**config.mk**
```make
export PLATFORM = sky130hd
export DESIGN_NAME = gj_aurora_tx_arbiter
export DESIGN_NICKNAME = d
export VERILOG_FILES = /design/src/rtl/gj_aurora_tx_arbiter.sv
export SDC_FILE = /design/constraint.sdc
export NUM_CORES = 1
export LEC_CHECK = 0
export BUFFER_PORTS_ARGS = -buffer_cell sky130_fd_sc_hd__clkbuf_2
export CAP_MARGIN = 30
export CORE_UTILIZATION = 33
export CTS_CLUSTER_SIZE = 40
export DETAILED_ROUTE_END_ITERATION = 6
export GPL_TIMING_DRIVEN = 0
export PLACE_DENSITY = 0.76
export SETUP_SLACK_MARGIN = 0.4
export SYNTH_ARGS = -nofsm -noshare
export SYNTH_HDL_FRONTEND = slang
export SYNTH_SLANG_ARGS = --single-unit
export TNS_END_PERCENT = 30
```
**constraint.sdc**
```tcl
create_clock -name user_clk -period 2.95 [get_ports user_clk]
set_clock_uncertainty 0.1 [all_clocks]
set_input_delay 0 -clock user_clk [delete_from_list [all_inputs] [get_ports user_clk]]
set_output_delay 0 -clock user_clk [all_outputs]
set_load 0.05 [all_outputs]
```
**src/rtl/gj_aurora_tx_arbiter.sv**
```systemverilog
// Frame-level round-robin arbiter sharing one Aurora TX AXI-Stream port among N_REQ sources.
// Optional frame-length watchdog enabled by defining GJ_ARB_WATCHDOG_EN.
module gj_aurora_tx_arbiter #(
  parameter int unsigned N_REQ     = 4,
  parameter int unsigned DATA_W    = 32,
  parameter int unsigned MAX_BEATS = 256
) (
  input  logic                       user_clk,
  input  logic                       peripheral_aresetn,
  input  logic [N_REQ*DATA_W-1:0]    s_axis_tdata,
  input  logic [N_REQ-1:0]           s_axis_tvalid,
  input  logic [N_REQ-1:0]           s_axis_tlast,
  output logic [N_REQ-1:0]           s_axis_tready,
  output logic [DATA_W-1:0]          m_axis_tdata,
  output logic                       m_axis_tvalid,
  output logic                       m_axis_tlast,
  input  logic                       m_axis_tready,
  input  logic                       channel_up,
  output logic [$clog2(N_REQ)-1:0]   grant_id,
  output logic                       busy,
  output logic [3:0]                 error_count
);

  localparam int unsigned GW = $clog2(N_REQ);

  typedef enum logic [1:0] {IDLE, GRANT, FLUSH} state_t;

  state_t            state_q, state_d;
  logic [GW-1:0]     grant_q, grant_d;
  logic [3:0]        err_q, err_d;
  logic [3:0]        err_inc;
  logic [GW-1:0]     next_req;
  logic              found;
  logic [DATA_W-1:0] g_data;
  logic              g_valid;
  logic              g_last;
  logic              wd_hit;

  always_comb begin
    g_data  = s_axis_tdata[grant_q*DATA_W +: DATA_W];
    g_valid = s_axis_tvalid[grant_q];
    g_last  = s_axis_tlast[grant_q];
    err_inc = (err_q == 4'hF) ? err_q : err_q + 4'd1;
  end

  // Search starts one past the last grant so every requester gets a turn.
  always_comb begin
    next_req = grant_q;
    found    = 1'b0;
    for (int unsigned k = 1; k <= N_REQ; k++) begin
      int unsigned idx;
      idx = (32'(grant_q) + k) % N_REQ;
      if (!found && s_axis_tvalid[idx]) begin
        found    = 1'b1;
        next_req = GW'(idx);
      end
    end
  end

`ifdef GJ_ARB_WATCHDOG_EN
  localparam int unsigned BW = $clog2(MAX_BEATS + 1);

  logic [BW-1:0] beats_q, beats_d;

  always_comb begin
    wd_hit  = (beats_q == BW'(MAX_BEATS - 1));
    beats_d = beats_q;
    if (state_q == IDLE) begin
      beats_d = '0;
    end else if (state_q == GRANT && channel_up && g_valid && m_axis_tready) begin
      beats_d = beats_q + 1'b1;
    end
  end

  always_ff @(posedge user_clk or negedge peripheral_aresetn) begin
    if (!peripheral_aresetn) begin
      beats_q <= '0;
    end else begin
      beats_q <= beats_d;
    end
  end
`else
  always_comb wd_hit = 1'b0;
`endif

  always_comb begin
    state_d       = state_q;
    grant_d       = grant_q;
    err_d         = err_q;
    s_axis_tready = '0;
    m_axis_tdata  = '0;
    m_axis_tvalid = 1'b0;
    m_axis_tlast  = 1'b0;
    case (state_q)
      IDLE: begin
        if (channel_up && found) begin
          grant_d = next_req;
          state_d = GRANT;
        end
      end
      GRANT: begin
        // A link drop blanks the m-side in the same cycle and holds the source.
        if (!channel_up) begin
          state_d = FLUSH;
          err_d   = err_inc;
        end else begin
          m_axis_tdata           = g_data;
          m_axis_tvalid          = g_valid;
          m_axis_tlast           = g_last | wd_hit;
          s_axis_tready[grant_q] = m_axis_tready;
          if (g_valid && m_axis_tready) begin
            if (g_last) begin
              state_d = IDLE;
            end else if (wd_hit) begin
              state_d = FLUSH;
              err_d   = err_inc;
            end
          end
        end
      end
      FLUSH: begin
        s_axis_tready[grant_q] = 1'b1;
        if (g_valid && g_last) begin
          state_d = IDLE;
        end
      end
      default: state_d = IDLE;
    endcase
  end

  always_ff @(posedge user_clk or negedge peripheral_aresetn) begin
    if (!peripheral_aresetn) begin
      state_q <= IDLE;
      grant_q <= GW'(N_REQ - 1);
      err_q   <= '0;
    end else begin
      state_q <= state_d;
      grant_q <= grant_d;
      err_q   <= err_d;
    end
  end

  always_comb begin
    grant_id    = grant_q;
    busy        = (state_q != IDLE);
    error_count = err_q;
  end

endmodule

```
# Word-level counts from Yosys, hierarchy flattened
# Cells that the tools add are included.
[totals] regBits=8
[op_classes] eq_ne=7 order_cmp=6 shifts=1 n_mux=36 n_reduce_logical=16 n_bitwise=3 add_sub_neg=5
[op_table] op="$shiftx 128x8->32" count=1
[op_table] op="$mux 32" count=2
[op_table] op="$mux 2" count=9
[op_table] op="$lt 2x3->1 const B" count=5
[op_table] op="$mux 1" count=15
[op_table] op="$bmux 1 s2" count=6
[op_table] op="$pmux 4 s2" count=1
[op_table] op="$logic_and 1x1->1" count=7
[op_table] op="$ne 3x3->1 const B" count=2
[op_table] op="$pmux 2 s3" count=1
[op_table] op="$reduce_and 3->1" count=2
[op_table] op="$add 2x1->2 const B" count=2
[op_table] op="$add 2x2->2 const B" count=2
[op_table] op="$add 4x1->4 const B" count=1
[op_table] op="$and 4x4->4" count=1
[op_table] op="$eq 4x4->1 const B" count=1
[op_table] op="$mux 4" count=1
[op_table] op="$ne 2x2->1 const B" count=2
[op_table] op="$reduce_and 4->1" count=1
[op_table] op="$reduce_bool 4->1" count=1
[op_table] op="$logic_not 1->1" count=3
[op_table] op="$demux 1 s2" count=1
[op_table] op="$eq 2x1->1 const B" count=1
[op_table] op="$eq 2x2->1 const B" count=1
[op_table] op="4 further kinds" count=5

# Longest topological paths before layout
# Gate-level depths: netlist of the first run.
[depth] depth_word=16 depth_mapped=9 mapped_depth_nobuf=6

# Worst setup path after synthesis of the first run
# OpenSTA, ideal clock, no wires.
[synth_path] kind="register -> register" startpoint="register grant_q[0] (netlist: grant_id[0])" endpoint="register grant_q[1] (netlist: grant_id[1])" required_ns=2.773 slack_ns=0.506 stages_incl_launch_ff=9 arrival_time_ns=2.266 n_path_buf=3 path_cell_list="dfstp_2 buf_6 buf_8 buf_6 inv_1 ha_1 mux4_2 o21a_1 o22ai_1"
[synth_via] elab_chain_cells=15
[synth_lines] element="start: declaration" line="29" source="logic [GW-1:0] grant_q, grant_d;"
[synth_lines] element="start signal: assignment" line="134" source="grant_q <= GW'(N_REQ - 1);"
[synth_lines] element="start signal: assignment" line="138" source="grant_q <= grant_d;"
[synth_lines] element="$add 2x1->2" line="52" source="idx = (32'(grant_q) + k) % N_REQ;"
[synth_lines] element="$bmux 1 s2" line="53" source="if (!found && s_axis_tvalid[idx]) begin"
[synth_lines] element="$mux 1 (not written as such)" line="53"
[synth_lines] element="$mux 1" line="53"
[synth_lines] element="$logic_not 1->1" line="53"
[synth_lines] element="$logic_and 1x1->1" line="53"
[synth_lines] element="$mux 1" line="53"
[synth_lines] element="$logic_not 1->1" line="53"
[synth_lines] element="$logic_and 1x1->1" line="53"
[synth_lines] element="$mux 1" line="53"
[synth_lines] element="$logic_not 1->1" line="53"
[synth_lines] element="$logic_and 1x1->1" line="53"
[synth_lines] element="$mux 1" line="53"
[synth_lines] element="$logic_and 1x1->1" line="96" source="if (channel_up && found) begin"
[synth_lines] element="$reduce_and 3->1 (no source line)"
# Several ways; a longest one is shown, not always the timed one. The select of a mux whose other input is x is not followed.
# A chain may end at the register's enable or synchronous reset.

# Worst setup path in the final report of the first run
[layout_path] startpoint="register grant_q[1] (netlist: grant_id[1])" endpoint="output m_axis_tdata[14]"
[layout_via] elab_chain_cells=3
[layout_lines] element="$shiftx 128x8->32" line="40" source="g_data = s_axis_tdata[grant_q*DATA_W +: DATA_W];"
[layout_lines] element="$mux 32" line="103" source="if (!channel_up) begin"
[layout_lines] element="$mux 32" line="94" source="case (state_q)"
[layout_lines] element="end: declaration" line="14" source="output logic [DATA_W-1:0] m_axis_tdata,"
# Every way passes these cells.

==> metrics.md, run 1 <==
| Metric | Value |
|---|---|
| Placed cell count | 407 |
| GRT Util Overall | 22.0% |
| Core region area | 5140 µm² |
| Initial antenna violation count | 0 |
| Vias per inst | 5.12 |
| Simple-gate share of the synthesized area | 21.0% |
| Final ANT Viol Nets | 0 |
| Drc violations | 0 |
| P per Cell Area | 913 nW/µm² |
| Cell accounting for the most synthesized area | mux4_2 |
| Layout cell share with drive strength beyond 1 | 69.7% |
| Startpoint types | flop |
| Met3 Usage GRT | 4.10% |
| Max capacitance violation total | 0 |
| HP Class | primary input to asynchronous set/reset pin |
| FP Rows | 26 |
| GR Util met1 | 25.3% |
| M2 GR Usage | 41.9% |
| Number of flops mapped to enable cells by yosys | 0 |
| Total CTS buffers | 3 |
| GPL Wtd Cong | 0.837 |
| CTS tree | done |
| Max VDD drop | 0.403 mV |
| Tcrit/Tclk final | 82.3% |
| Adder-Cell Fraction of Synth Area | 5.64% |
| Starting Density | 34.5% |
| Post-synth ARST share | 100% |
| CTS root buffer | clkbuf_8 |
| Vias in the first global route | 2046 |
| CP Class | flop to primary output |
| Relative slew margins | 63.5% |
| IO Count | 185 |
| Crit path required time | 2.85 ns |
| Setup violators final | 0 |
| Sequential area share after synthesis | 11.4% |
| Total wire length | 6.24 mm |
| Post-synth net total | 301 |
| Post-DP HPWL | 5.44 mm |
| Synth top cells by count | 37 x nor2b_1, 36 x mux4_2, 8 x ha_1 |
| Netlist cell types | 38 |
| CTS Sinks | 8 |
| Port Buffer Count | 184 |
| Fin crit period | 2.43 ns |
| Flops & latches, synth | 8 |
| Multiplexer share of the synthesized area | 48.6% |
| Clock Latency Late Sink | 0.22 ns |
| Htree depth | 1 |
| Die span in x | 75.4 µm |
| Xor/xnor share of the synthesized area | 1.97% |
| Finished Layout Cells | 413 |
| Setup_tns | 0 ns |
| Initial DRC count | 35 |
| Top FF cell, synth | dfrtp_1 |
| Count of final hold-check violations | 0 |
| Nets | 492 |
| Clock slew at reported path FFs | 0.05 ns |
| Grt total ovfl | 0 |
| First-pass GRT wire length | 9.48 mm |
| Largest net degree at the start of global routing | 11 |
| Run status | finished, final reports clean |
| CP Max Fanout | 10 |
| Area contributors post-synth | mux4_2 46%, nor2b_1 13%, dfrtp_1 8.5% |
| Routed length per instance | 15.1 µm |
| Syn_area_per_cell | 11.6 µm² |
| Crit end category | primary output |
| F_max | 412 MHz |
| Synth top area share | 45.7% |
| Most common cell in the synthesized netlist | nor2b_1 |
| Slew @ Worst Pin | 0.547 ns |
| # diodes | 0 |
| RSZ-0062 raised after global routing | true |
| Synth-to-layout area growth | 61.2% |
| Via count | 2115 |
| Synth Cell Area | 1780 µm² |
| Busiest grt layer | met2 |
| Synth Warn # | 0 |
| Die Area | 5680 µm² |
| CTS max path bufs | 2 |
| Largest family of logic cells by synthesized area | multiplexers |
| Die height | 75.4 µm |
| CP arrival | 2.33 ns |
| Complex-gate fraction of the synthesized area | 5.85% |
| Fin. max-slew vios | 0 |
| Post-synthesis cell count | 153 |
| DR pass1 iterations | 4 |
| Leak pwr | 0.00146 µW |
state kept, by name (all words and copies together) (netlist names):
| register | cells |
|---|---|
| error_count | 4 |
| grant_id | 2 |
| state_q | 2 |
logic make-up (layout without fill, tap and decap cells):
group,after synthesis,after routing
mux,41,41
buf+inv,17,207
xor+xnor,4,4
fa+ha+maj,8,8
compound gates,14,14
flops,8,8
simple gates,61,61
final cells by class:
class                      count  area (µm²)
tap                           70        87.6
timing repair buffer         186         941
inverter                       5        18.8
fill                         477        2280
multi-input combinational    128        1490
sequential                     8         203
clock buffer                   4        45.0
buffer                        12        80.1
per-layer routing:
layer  vias up  routed length (µm)
met5         -                   0
met1      1020                2370
met2       112                3380
met4         0                  55
li1        975                   -
met3         8                 434
final timing paths:
kind / startpoint / to / slack [ns] / depth (start not counted)
max reg2reg: grant_id[0] / grant_id[1] / 0.59 / 8
min: peripheral_aresetn / error_count[2] / 0.06 / 2
max: grant_id[1] / m_axis_tdata[14] / 0.52 / 5
min in group user_clk: s_axis_tvalid[2] / grant_id[1] / 0.21 / 4
max in group asynchronous: peripheral_aresetn / grant_id[1] / 2.45 / 2
min reg2reg: error_count[3] / error_count[3] / 0.41 / 1
layout by cell type (no fill, tap or decap), types with 2 or more instances in the layout:
cell type,synthesis,final
dfrtp_1,6,6
xnor2_1,3,3
buf_6,2,2
clkbuf_2,0,185
clkbuf_8,0,3
mux2i_1,3,3
nor3_1,2,2
a31oi_1,2,2
nor2_1,5,5
mux4_2,36,36
o22ai_1,2,2
nand2_1,6,6
dlygate4sd3_1,0,2
ha_1,8,7
buf_2,3,3
and2_1,4,4
a21oi_1,2,2
mux2_2,2,2
nor2b_1,37,37
inv_1,5,5
clkbuf_1,4,4
dfstp_2,2,2
power by group:
part / leakage, µW / internal [µW] / switching, µW
clock: 0.0000228 / 93.7 / 43.1
combinational: 0.00134 / 968 / 1270
sequential: 0.0000946 / 174 / 61.5
total: 0.00146 / 1240 / 1380
worst max-delay path: stages, from the launching register on:
cell and delay [ns]:
dfstp_2 0.57, buf_2 0.27, buf_1 0.47, mux4_2 0.38, nor2b_1 0.15, clkbuf_2 0.26
through the flow:
step / setup WS (ns) / utilization (%) / instance area [µm²] / hold WS (ns) / power (µW)
floorplan: 0.506 / - / 1780 / -0.396 / 2010
global placement: 0.535 / 54.2 / 2780 / -0.246 / 2430
detailed placement: 0.514 / 54.2 / 2780 / -0.245 / 2470
CTS: 0.482 / 55.4 / 2850 / 0.0548 / 2610
global route: 0.390 / 55.7 / 2860 / 0.0694 / 2820
finish: 0.523 / 55.7 / 2860 / 0.0569 / 2610
timing repair:
action | in CTS | in global routing
gates resized for setup | 0 | 3
endpoints found under the hold margin | 9 | 0
setup buffers | 0 | 0
hold buffers | 2 | 0
setup endpoints to repair | 0 | 15
Note: power is estimated with default switching activity, not from simulation.
==> inputs of run 2 (changes only) <==
Clock period 2.95 ns to 2.4 ns, I/O delays scaled along.
==> run 2 against run 1 <==
  * Final cell count grew 2.4%
  * Setup slack lost 0.30 ns
  * Utilization grew 9.0 points
  * Critical path type unchanged
  * Combinational power grew 54%
  * Wire length grew 14%
==> metrics.md, run 2 (same netlist as run 1, synthesis figures left out) <==
| Metric | Value |
|---|---|
| Relative slew margins | 73.0% (was 63.5%) |
| CTS Sinks | 8 (unchanged) |
| Via count | 2193 (was 2115) |
| Run status | finished, final reports clean (unchanged) |
| Vias per inst | 5.18 (was 5.12) |
| CTS root buffer | clkbuf_8 (unchanged) |
| Count of final hold-check violations | 0 (unchanged) |
| Die height | 75.4 µm (unchanged) |
| Setup violators final | 0 (unchanged) |
| Final ANT Viol Nets | 0 (unchanged) |
| CTS max path bufs | 2 (unchanged) |
| Nets | 502 (was 492) |
| Largest net degree at the start of global routing | 11 (unchanged) |
| Max capacitance violation total | 0 (unchanged) |
| # diodes | 0 (unchanged) |
| Routed length per instance | 16.8 µm (was 15.1 µm) |
| Fin. max-slew vios | 0 (unchanged) |
| P per Cell Area | 1170 nW/µm² (was 913 nW/µm²) |
| GRT Util Overall | 24.0% (was 22.0%) |
| Startpoint types | flop (unchanged) |
| Crit. Startpoint | grant_id[0] (was grant_id[1]) |
| CTS tree | done (unchanged) |
| Max reg flops | 4 (unchanged) |
| DR pass1 iterations | 4 (unchanged) |
| Vias in the first global route | 2211 (was 2046) |
| Max VDD drop | 0.648 mV (was 0.403 mV) |
| Drc violations | 0 (unchanged) |
| Grt total ovfl | 0 (unchanged) |
| Fin crit period | 2.18 ns |
| R2R depth | 8 (unchanged) |
| Commonest cells after routing, fill and taps aside | 168 x clkbuf_2, 36 x mux4_2, 16 x nor2b_1 (was 185 x clkbuf_2, 37 x nor2b_1, 36 x mux4_2) |
| Reg2reg start | grant_id[0] (unchanged) |
| F_max | 459 MHz |
| Fin Hold WS | 0.0419 ns (was 0.0569 ns) |
| Leak pwr | 0.00166 µW (was 0.00146 µW) |
| Post-DP HPWL | 5.71 mm (was 5.44 mm) |
| Clock Latency Late Sink | 0.23 ns (was 0.22 ns) |
| CP arrival | 2.08 ns (was 2.33 ns) |
| FP Rows | 26 (unchanged) |
| Total CTS buffers | 3 (unchanged) |
| Commonest non-fill, non-tap cell in the layout | clkbuf_2 (unchanged) |
| CP Class | flop to primary output (unchanged) |
| Crit path required time | 2.30 ns (was 2.85 ns) |
| Clock slew at reported path FFs | 0.05 ns (about the same) |
| Die span in x | 75.4 µm (unchanged) |
| Port Buffer Count | 184 (unchanged) |
| Slew @ Worst Pin | 0.403 ns (was 0.547 ns) |
| First-pass GRT wire length | 10.2 mm (was 9.48 mm) |
| Initial DRC count | 62 (was 35) |
| Tcrit/Tclk final | 90.7% |
| Die Area | 5680 µm² (unchanged) |
| DP Area | 2910 µm² (was 2780 µm²) |
| Htree depth | 1 (unchanged) |
| Setup_tns | 0 ns (unchanged) |
| CP Max Fanout | 5 (was 10) |
| GPL Wtd Cong | 0.781 (was 0.837) |
| Finished Core Util | 64.7% (was 55.7%) |
| Initial antenna violation count | 0 (unchanged) |
| IO Count | 185 (unchanged) |
| Core region area | 5140 µm² (unchanged) |
| Final instance area | 3330 µm² (was 2860 µm²) |
| HP Class | primary input to asynchronous set/reset pin (unchanged) |
| Total wire length | 7.10 mm (was 6.24 mm) |
| Layout cell share with drive strength beyond 1 | 79.6% (was 69.7%) |
| Starting Density | 34.5% (unchanged) |
| RSZ-0062 raised after global routing | true (unchanged) |
| Crit end category | primary output (unchanged) |
| Synth-to-layout area growth | 87.4% (was 61.2%) |
run 2: power by group:
group | switching, µW | total [µW] | leakage (µW) | internal [µW]
Sequential | 73.9 | 288 | 0.0000946 | 214
Combinational | 1740 | 3440 | 0.00154 | 1690
Clock | 57.3 | 173 | 0.0000228 | 116
run 2: per-layer routing:
| layer | part of all wire [%] | vias up | GRT usage [%] | routed length [µm] |
|---|---|---|---|---|
| met2 | 55 | 120 | 48.3 | 3920 |
| met4 | 2.3 | 0 | 6.79 | 164 |
| met3 | 7.6 | 18 | 5.03 | 543 |
| met5 | 0 | - | 0 | 0 |
| met1 | 35 | 1057 | 24.7 | 2470 |
| li1 | - | 998 | - | - |
run 2: timing repair:
action | in CTS | in global routing
resized for setup | 52 | 22
endpoints found under the setup margin | 37 | 42
hold buffers | 2 | 0
cloned | 1 | 0
endpoints found under the hold margin | 9 | 0
pin swaps | 0 | 2
buffers inserted | 8 | 0
run 2: layout make-up:
cell class / instances / area [µm²]
Timing Repair Buffer: 196 / 1200
Fill cell: 424 / 1810
Multi-Input combinational cell: 128 / 1630
Sequential cell: 8 / 203
Tap cell: 70 / 87.6
Clock buffer: 4 / 45.0
Inverter: 5 / 21.3
Buffer: 12 / 138
run 2: per-stage QoR:
stage / cells / worst slack, ns / power, µW
floorplan: 153 / 0.119 / 2630
global placement: 407 / 0.108 / 3150
detailed placement: 408 / 0.149 / 3220
CTS: 423 / 0.231 / 3830
global route: 423 / 0.179 / 4140
finish: 423 / 0.223 / 3900
run 2: worst max-delay path, stage by stage, from the launching register on:
cell	delay, ns
dfstp_2	0.55
buf_8	0.12
buf_12	0.12
buf_12	0.10
buf_16	0.11
mux4_2	0.50
nor2b_2	0.17
clkbuf_8	0.18
run 2: path summary, 6_finish.rpt:
check                                   endpoint  slack (ns)
worst max register to register       grant_id[1]        0.29
worst max-delay path            m_axis_tdata[18]        0.22
min in group user_clk                grant_id[1]        0.23
max in group asynchronous            grant_id[1]        1.91
worst min-delay path              error_count[1]        0.04
worst min register to register    error_count[2]        0.42
